<file path="config.mk">
export PLATFORM = sky130hd
export DESIGN_NAME = counter_sequencer
export DESIGN_NICKNAME = d
export VERILOG_FILES = /design/src/rtl/counter_pkg.sv /design/src/rtl/counter_tick_gen.sv /design/src/rtl/counter_sequencer.sv
export SDC_FILE = /design/constraint.sdc
export NUM_CORES = 1
export LEC_CHECK = 0
export ABC_AREA = 1
export BUFFER_PORTS_ARGS = -buffer_cell sky130_fd_sc_hd__buf_4
export CORE_UTILIZATION = 28
export DETAILED_ROUTE_END_ITERATION = 6
export SLEW_MARGIN = 10
export SYNTH_ARGS = -nofsm -noshare
export SYNTH_HDL_FRONTEND = slang
export SYNTH_HIERARCHICAL = 1
export SYNTH_SLANG_ARGS = --single-unit
</file>
<file path="constraint.sdc">
create_clock -name clk -period 2.3 [get_ports clk]
set_input_delay 0.115 -clock clk [delete_from_list [all_inputs] [get_ports clk]]
set_output_delay 0.115 -clock clk [all_outputs]
set_load 0.03 [all_outputs]
</file>
<file path="src/rtl/counter_pkg.sv">
// ============================================================
// counter_pkg: shared encodings and defaults for the demo counter sequencer
// Rev 1.0
// ============================================================
`default_nettype none

package counter_pkg;

  localparam int c_prescale_w    = 16;
  localparam int c_count_w       = 24;
  localparam int c_default_limit = 1000;

  localparam logic [1:0] OP_STOP      = 2'd0;
  localparam logic [1:0] OP_RUN_FREE  = 2'd1;
  localparam logic [1:0] OP_RUN_N     = 2'd2;
  localparam logic [1:0] OP_SET_LIMIT = 2'd3;

  typedef enum logic [1:0] {
    ST_IDLE  = 2'd0,
    ST_FREE  = 2'd1,
    ST_BURST = 2'd2
  } state_t;

endpackage

`default_nettype wire

</file>
<file path="src/rtl/counter_tick_gen.sv">
// ============================================================
// counter_tick_gen: prescaler counting 0..limit with a registered tick
// Rev 1.0
// ============================================================
`default_nettype none

module counter_tick_gen
  import counter_pkg::*;
#(
  parameter int PRESCALE_W = c_prescale_w
) (
  input  logic                  clk,
  input  logic                  rst,
  input  logic                  en,
  input  logic                  restart,
  input  logic [PRESCALE_W-1:0] limit,
  output logic                  tick_due,
  output logic                  tick
);

  logic [PRESCALE_W-1:0] r_prescale;
  logic                  r_tick;

  // Raw tick condition; a same-cycle restart suppresses it in the register below.
  assign tick_due = en && (r_prescale == limit);
  assign tick     = r_tick;

  always_ff @(posedge clk) begin
    if (rst || restart || !en) begin
      r_prescale <= '0;
      r_tick     <= 1'b0;
    end else begin
      r_tick <= tick_due;
      // >= so a limit lowered below the current count wraps without a tick
      if (r_prescale >= limit) r_prescale <= '0;
      else                     r_prescale <= r_prescale + PRESCALE_W'(1);
    end
  end

endmodule

`default_nettype wire

</file>
<file path="src/rtl/counter_sequencer.sv">
// ============================================================
// counter_sequencer: command-driven free-run / burst control of the demo counter
// Rev 1.0
// ============================================================
`default_nettype none

module counter_sequencer
  import counter_pkg::*;
#(
  parameter int PRESCALE_W    = c_prescale_w,
  parameter int COUNT_W       = c_count_w,
  parameter int DEFAULT_LIMIT = c_default_limit
) (
  input  logic               clk,
  input  logic               rst,
  input  logic               cmd_valid,
  output logic               cmd_ready,
  input  logic [1:0]         cmd_op,
  input  logic [COUNT_W-1:0] cmd_arg,
  output logic               ctr_inc,
  output logic               ctr_clr,
  output logic               done,
  output logic               busy,
  output logic [1:0]         state
);

  state_t                r_state, w_state_n;
  logic [COUNT_W-1:0]    r_remaining, w_remaining_n;
  logic [PRESCALE_W-1:0] r_limit, w_limit_n;
  logic                  r_clr, w_clr_n;
  logic                  r_done, w_done_n;
  logic                  r_busy;
  logic                  w_accept, w_restart, w_tick_due;

  assign cmd_ready = ~rst;
  assign w_accept  = cmd_valid & cmd_ready;

  counter_tick_gen #(
    .PRESCALE_W (PRESCALE_W)
  ) u_tick (
    .clk      (clk),
    .rst      (rst),
    .en       (r_state != ST_IDLE),
    .restart  (w_restart),
    .limit    (r_limit),
    .tick_due (w_tick_due),
    .tick     (ctr_inc)
  );

  always_comb begin
    w_state_n     = r_state;
    w_remaining_n = r_remaining;
    w_limit_n     = r_limit;
    w_clr_n       = 1'b0;
    w_done_n      = 1'b0;
    w_restart     = 1'b0;

    // Burst progress first; a restarting command below overrides it.
    if (r_state == ST_BURST && w_tick_due && r_remaining != '0) begin
      w_remaining_n = r_remaining - COUNT_W'(1);
      if (r_remaining == COUNT_W'(1)) begin
        w_state_n = ST_IDLE;
        w_done_n  = 1'b1;
      end
    end

    if (w_accept) begin
      unique case (cmd_op)
        OP_STOP: begin
          if (r_state != ST_IDLE) begin
            w_state_n     = ST_IDLE;
            w_remaining_n = '0;
            w_done_n      = 1'b0;
            w_restart     = 1'b1;
          end
        end
        OP_RUN_FREE: begin
          w_state_n     = ST_FREE;
          w_remaining_n = '0;
          w_done_n      = 1'b0;
          w_restart     = 1'b1;
        end
        OP_RUN_N: begin
          if (cmd_arg != '0) begin
            w_state_n     = ST_BURST;
            w_remaining_n = cmd_arg;
            w_done_n      = 1'b0;
            w_clr_n       = 1'b1;
            w_restart     = 1'b1;
          end else begin
            w_done_n = 1'b1;
          end
        end
        OP_SET_LIMIT: begin
          w_limit_n = cmd_arg[PRESCALE_W-1:0];
        end
      endcase
    end
  end

  always_ff @(posedge clk) begin
    if (rst) begin
      r_state     <= ST_IDLE;
      r_remaining <= '0;
      r_limit     <= PRESCALE_W'(DEFAULT_LIMIT);
      r_clr       <= 1'b0;
      r_done      <= 1'b0;
      r_busy      <= 1'b0;
    end else begin
      r_state     <= w_state_n;
      r_remaining <= w_remaining_n;
      r_limit     <= w_limit_n;
      r_clr       <= w_clr_n;
      r_done      <= w_done_n;
      r_busy      <= (w_state_n != ST_IDLE);
    end
  end

  assign ctr_clr = r_clr;
  assign done    = r_done;
  assign busy    = r_busy;
  assign state   = r_state;

endmodule

`default_nettype wire

</file>
==> metrics.md <==
| Metric | Value |
|---|---|
| PortBufs | `35` |
| CTS tree | `done` |
| Die H | `126 microns` |
| Fillers | `1659` |
| DRT antenna net count | `0` |
| Min-Delay Path Depth | `3` |
| Rel. slew slack | `0.543` |
| Leak pwr | `2.40 nW` |
| Routed len/inst | `12.5 microns` |
| Layout cells sized above 1 | `0.159` |
| Worst-path maximum fanout | `18` |
| Largest area contributor in the netlist | `dfxtp_1` |
| DRC viols | `0` |
| Mapped Nets | `730` |
| CP Launch Type | `register` |
| Synth top area cells | `dfxtp_1 29%, nand2_1 16%, nor2_1 9.2%, inv_1 7.7%, ha_1 5.8%` |
| Synth Register Bits | `62` |
| Die Wd | `126 microns` |
| Period minus WS final | `2.09 ns` |
| Number of cells produced by synthesis | `681` |
| DR vias | `4190` |
| Post-Syn Area | `4330 sq um` |
| HPWL after detailed placement | `8.73 mm` |
| Hold Path Sink | `r_limit[10]$_SDFFE_PP0P_` |
| Max clock buf depth | `2` |
| Grt ovf | `0` |
| R2R cell count | `15` |
| Reg2Reg Launch Point | `u_tick/r_prescale[7]$_SDFF_PP0_` |
| Sequential cell area | `1240 sq um` |
| Syn. warnings | `6` |
| Synth unique cells | `31` |
| Initial antenna violation count | `0` |
| Min-delay src | `cmd_arg[10]` |
| CTS root buf | `clkbuf_16` |
| Worst reg2reg endpoint | `r_remaining[12]$_SDFF_PP0_` |
| Initial Util | `0.286` |
| Period utilization | `0.910` |
| Final GP Congestion | `0.833` |
| TritonCTS Buffers | `9` |
| CTS H-Tree Depth | `3` |
| Crit path kind | `register to register` |
| HP Class | `primary input to register` |
| Die Area | `16000 sq um` |
| R2R setup slack | `0.21 ns` |
| Hold Slack | `0.0331 ns` |
| RSZ-0062 raised after global routing | `no` |
| Total power divided by cell area | `596 nW/um^2` |
| WL final | `11.3 mm` |
| Clk slew on worst S/H paths | `0.06 ns` |
| Max-cap violations | `0` |
| Fmax | `478 MHz` |
| Peak VDD IR | `356 uV` |
| Top-area cell type share of the netlist area | `0.286` |
| NumNets Final | `766` |
| Starting DRT DRC Count | `252` |
| Most frequent cells in the layout | `184 x nand2_1, 106 x nor2_1, 89 x inv_1` |
| Setup Skew | `0.00665 ns` |
| Data arrival time of the worst path | `2.37 ns` |
| Setup_tns | `0 ns` |
| First-pass DRT Iterations | `6` |
| Row count | `45` |
| Post-synthesis sequential area ratio | `0.286` |
| Worst-Skew Late Latency | `0.34 ns` |
| Drt via density | `4.60` |
| Least-Margin Pin Slew | `0.683 ns` |
| Syn_area_per_cell | `6.36 sq um` |
| Hold buffers post-CTS | `0` |
| Commonest non-fill, non-tap cell in the layout | `nand2_1` |
| Clk sinks | `62` |
| Total track usage | `0.150` |
| Hold Violations, Final | `0` |
| CP endpoint kind | `register` |
| IO Pins | `36` |
| Core area | `15100 sq um` |
| Placed cell areas | `4770 sq um` |
| First-pass GRT wire length | `18.6 mm` |
| Worst Path Required | `2.58 ns` |
| Pwr Total | `3.04 mW` |
| Setup-failing EPs final | `0` |
| Outcome | `completed` |
| ANT cells | `0` |
| Multi-input gate area | `2620 sq um` |
| Slew Viols, Final | `0` |
| Dpl cells | `894` |
| Vias in the first global route | `3804` |
| Largest net degree at the start of global routing | `27` |
| Final Non-Filler Cells | `910` |
| Final Cell Area | `5090 sq um` |
| Area growth syn-to-layout | `17.5%` |
## routing by layer
metal	global-route usage	wire length, microns	vias up
met4	0.0673	228	0
met1	0.194	5450	1889
met5	0	0	-
met3	0.0270	429	16
li1	-	-	2196
met2	0.243	5230	89
## worst max-delay path, stage by stage (launching register included)
cell and delay (ns):
dfxtp_1 0.35, ha_1 0.32, nand2_1 0.08, inv_1 0.07
nand2_2 0.05, nor2_2 0.10, nand2_2 0.07, nor2_1 0.08
and3_2 0.24, nand2_8 0.07, inv_6 0.15, buf_12 0.15
nand2_1 0.05, nand2_1 0.06, nand3_1 0.06, a21oi_1 0.11
## kinds of logic (layout without fill, tap and decap cells)
group,after synthesis,count (layout),share of synthesized area
buffers and inverters,111,152,0.110
xor gates and xnor gates,14,14,0.0283
AOI/OAI and AO/OA,63,63,0.0774
adders and majority gates,20,20,0.0578
DFF,62,62,0.286
and+or+nand+nor,411,411,0.440
## worst max-delay path by stage
stage / start / end / slack (ns) / depth (start not counted)
2_1_floorplan: u_tick/r_prescale[0]$_SDFF_PP0_ / busy$_SDFF_PP0_ / 0.33 / 15
3_3_place_gp: r_limit[5]$_SDFFE_PP1P_ / r_remaining[12]$_SDFF_PP0_ / 0.15 / 16
6_report: u_tick/r_prescale[7]$_SDFF_PP0_ / r_remaining[12]$_SDFF_PP0_ / 0.21 / 15
3_5_place_dp: u_tick/r_prescale[7]$_SDFF_PP0_ / r_remaining[9]$_SDFF_PP0_ / 0.12 / 15
5_1_grt: r_limit[3]$_SDFFE_PP1P_ / r_remaining[12]$_SDFF_PP0_ / 0.02 / 16
4_1_cts: u_tick/r_prescale[7]$_SDFF_PP0_ / r_remaining[12]$_SDFF_PP0_ / 0.10 / 15
## report_power, final
group          internal (mW)  total, mW  switching (mW)  leakage (nW)
Sequential              1.11       1.14          0.0316         0.504
Clock                  0.895       1.40           0.508         0.144
Combinational          0.177      0.495           0.318          1.75
## repair_timing
action	in CTS	in global routing
endpoints found under the setup margin	0	18
setup buffers	0	0
gates resized for setup	0	3
## metrics by stage
step / worst slack, ns / utilization
after floorplan: 0.335 / -
after CTS: 0.103 / 0.336
after detailed placement: 0.119 / 0.315
final: 0.207 / 0.336
after global placement: 0.153 / 0.315
after global routing: 0.0210 / 0.336
## cells in the mapped netlist
master	number
nand2_8	1
buf_2	4
ha_1	20
nand2_2	15
xor2_1	8
buf_12	1
nand3_2	6
o21bai_1	7
nand2_1	184
nand3_1	50
nand2_4	1
a21oi_1	29
nor2_2	12
nor2_4	15
a21o_1	1
nor3_1	5
inv_1	89
nand3b_1	1
nand3_4	1
clkbuf_1	6
dfxtp_1	62
inv_4	1
and3_1	1
buf_6	4
nand4_1	13
buf_4	2
inv_2	4
nor2_1	106
o21ai_0	25
xnor2_1	6
o21ai_1	1
## registers in the layout, indices dropped and copies added, names as in the netlist
signal and cells:
ctr_clr 1, u_tick/tick 1, busy 1, r_remaining 24, u_tick/r_prescale 16, r_limit 16
done 1, state 2
## layout make-up
type | count | share of cell area
Multi-Input combinational cell | 508 | 0.514
Sequential cell | 62 | 0.244
Inverter | 94 | 0.0703
Timing Repair Buffer | 42 | 0.0651
Clock buffer | 11 | 0.0496
Tap cell | 188 | 0.0462
Clock inverter | 5 | 0.0113
Power figures use the tool's default switching activity.
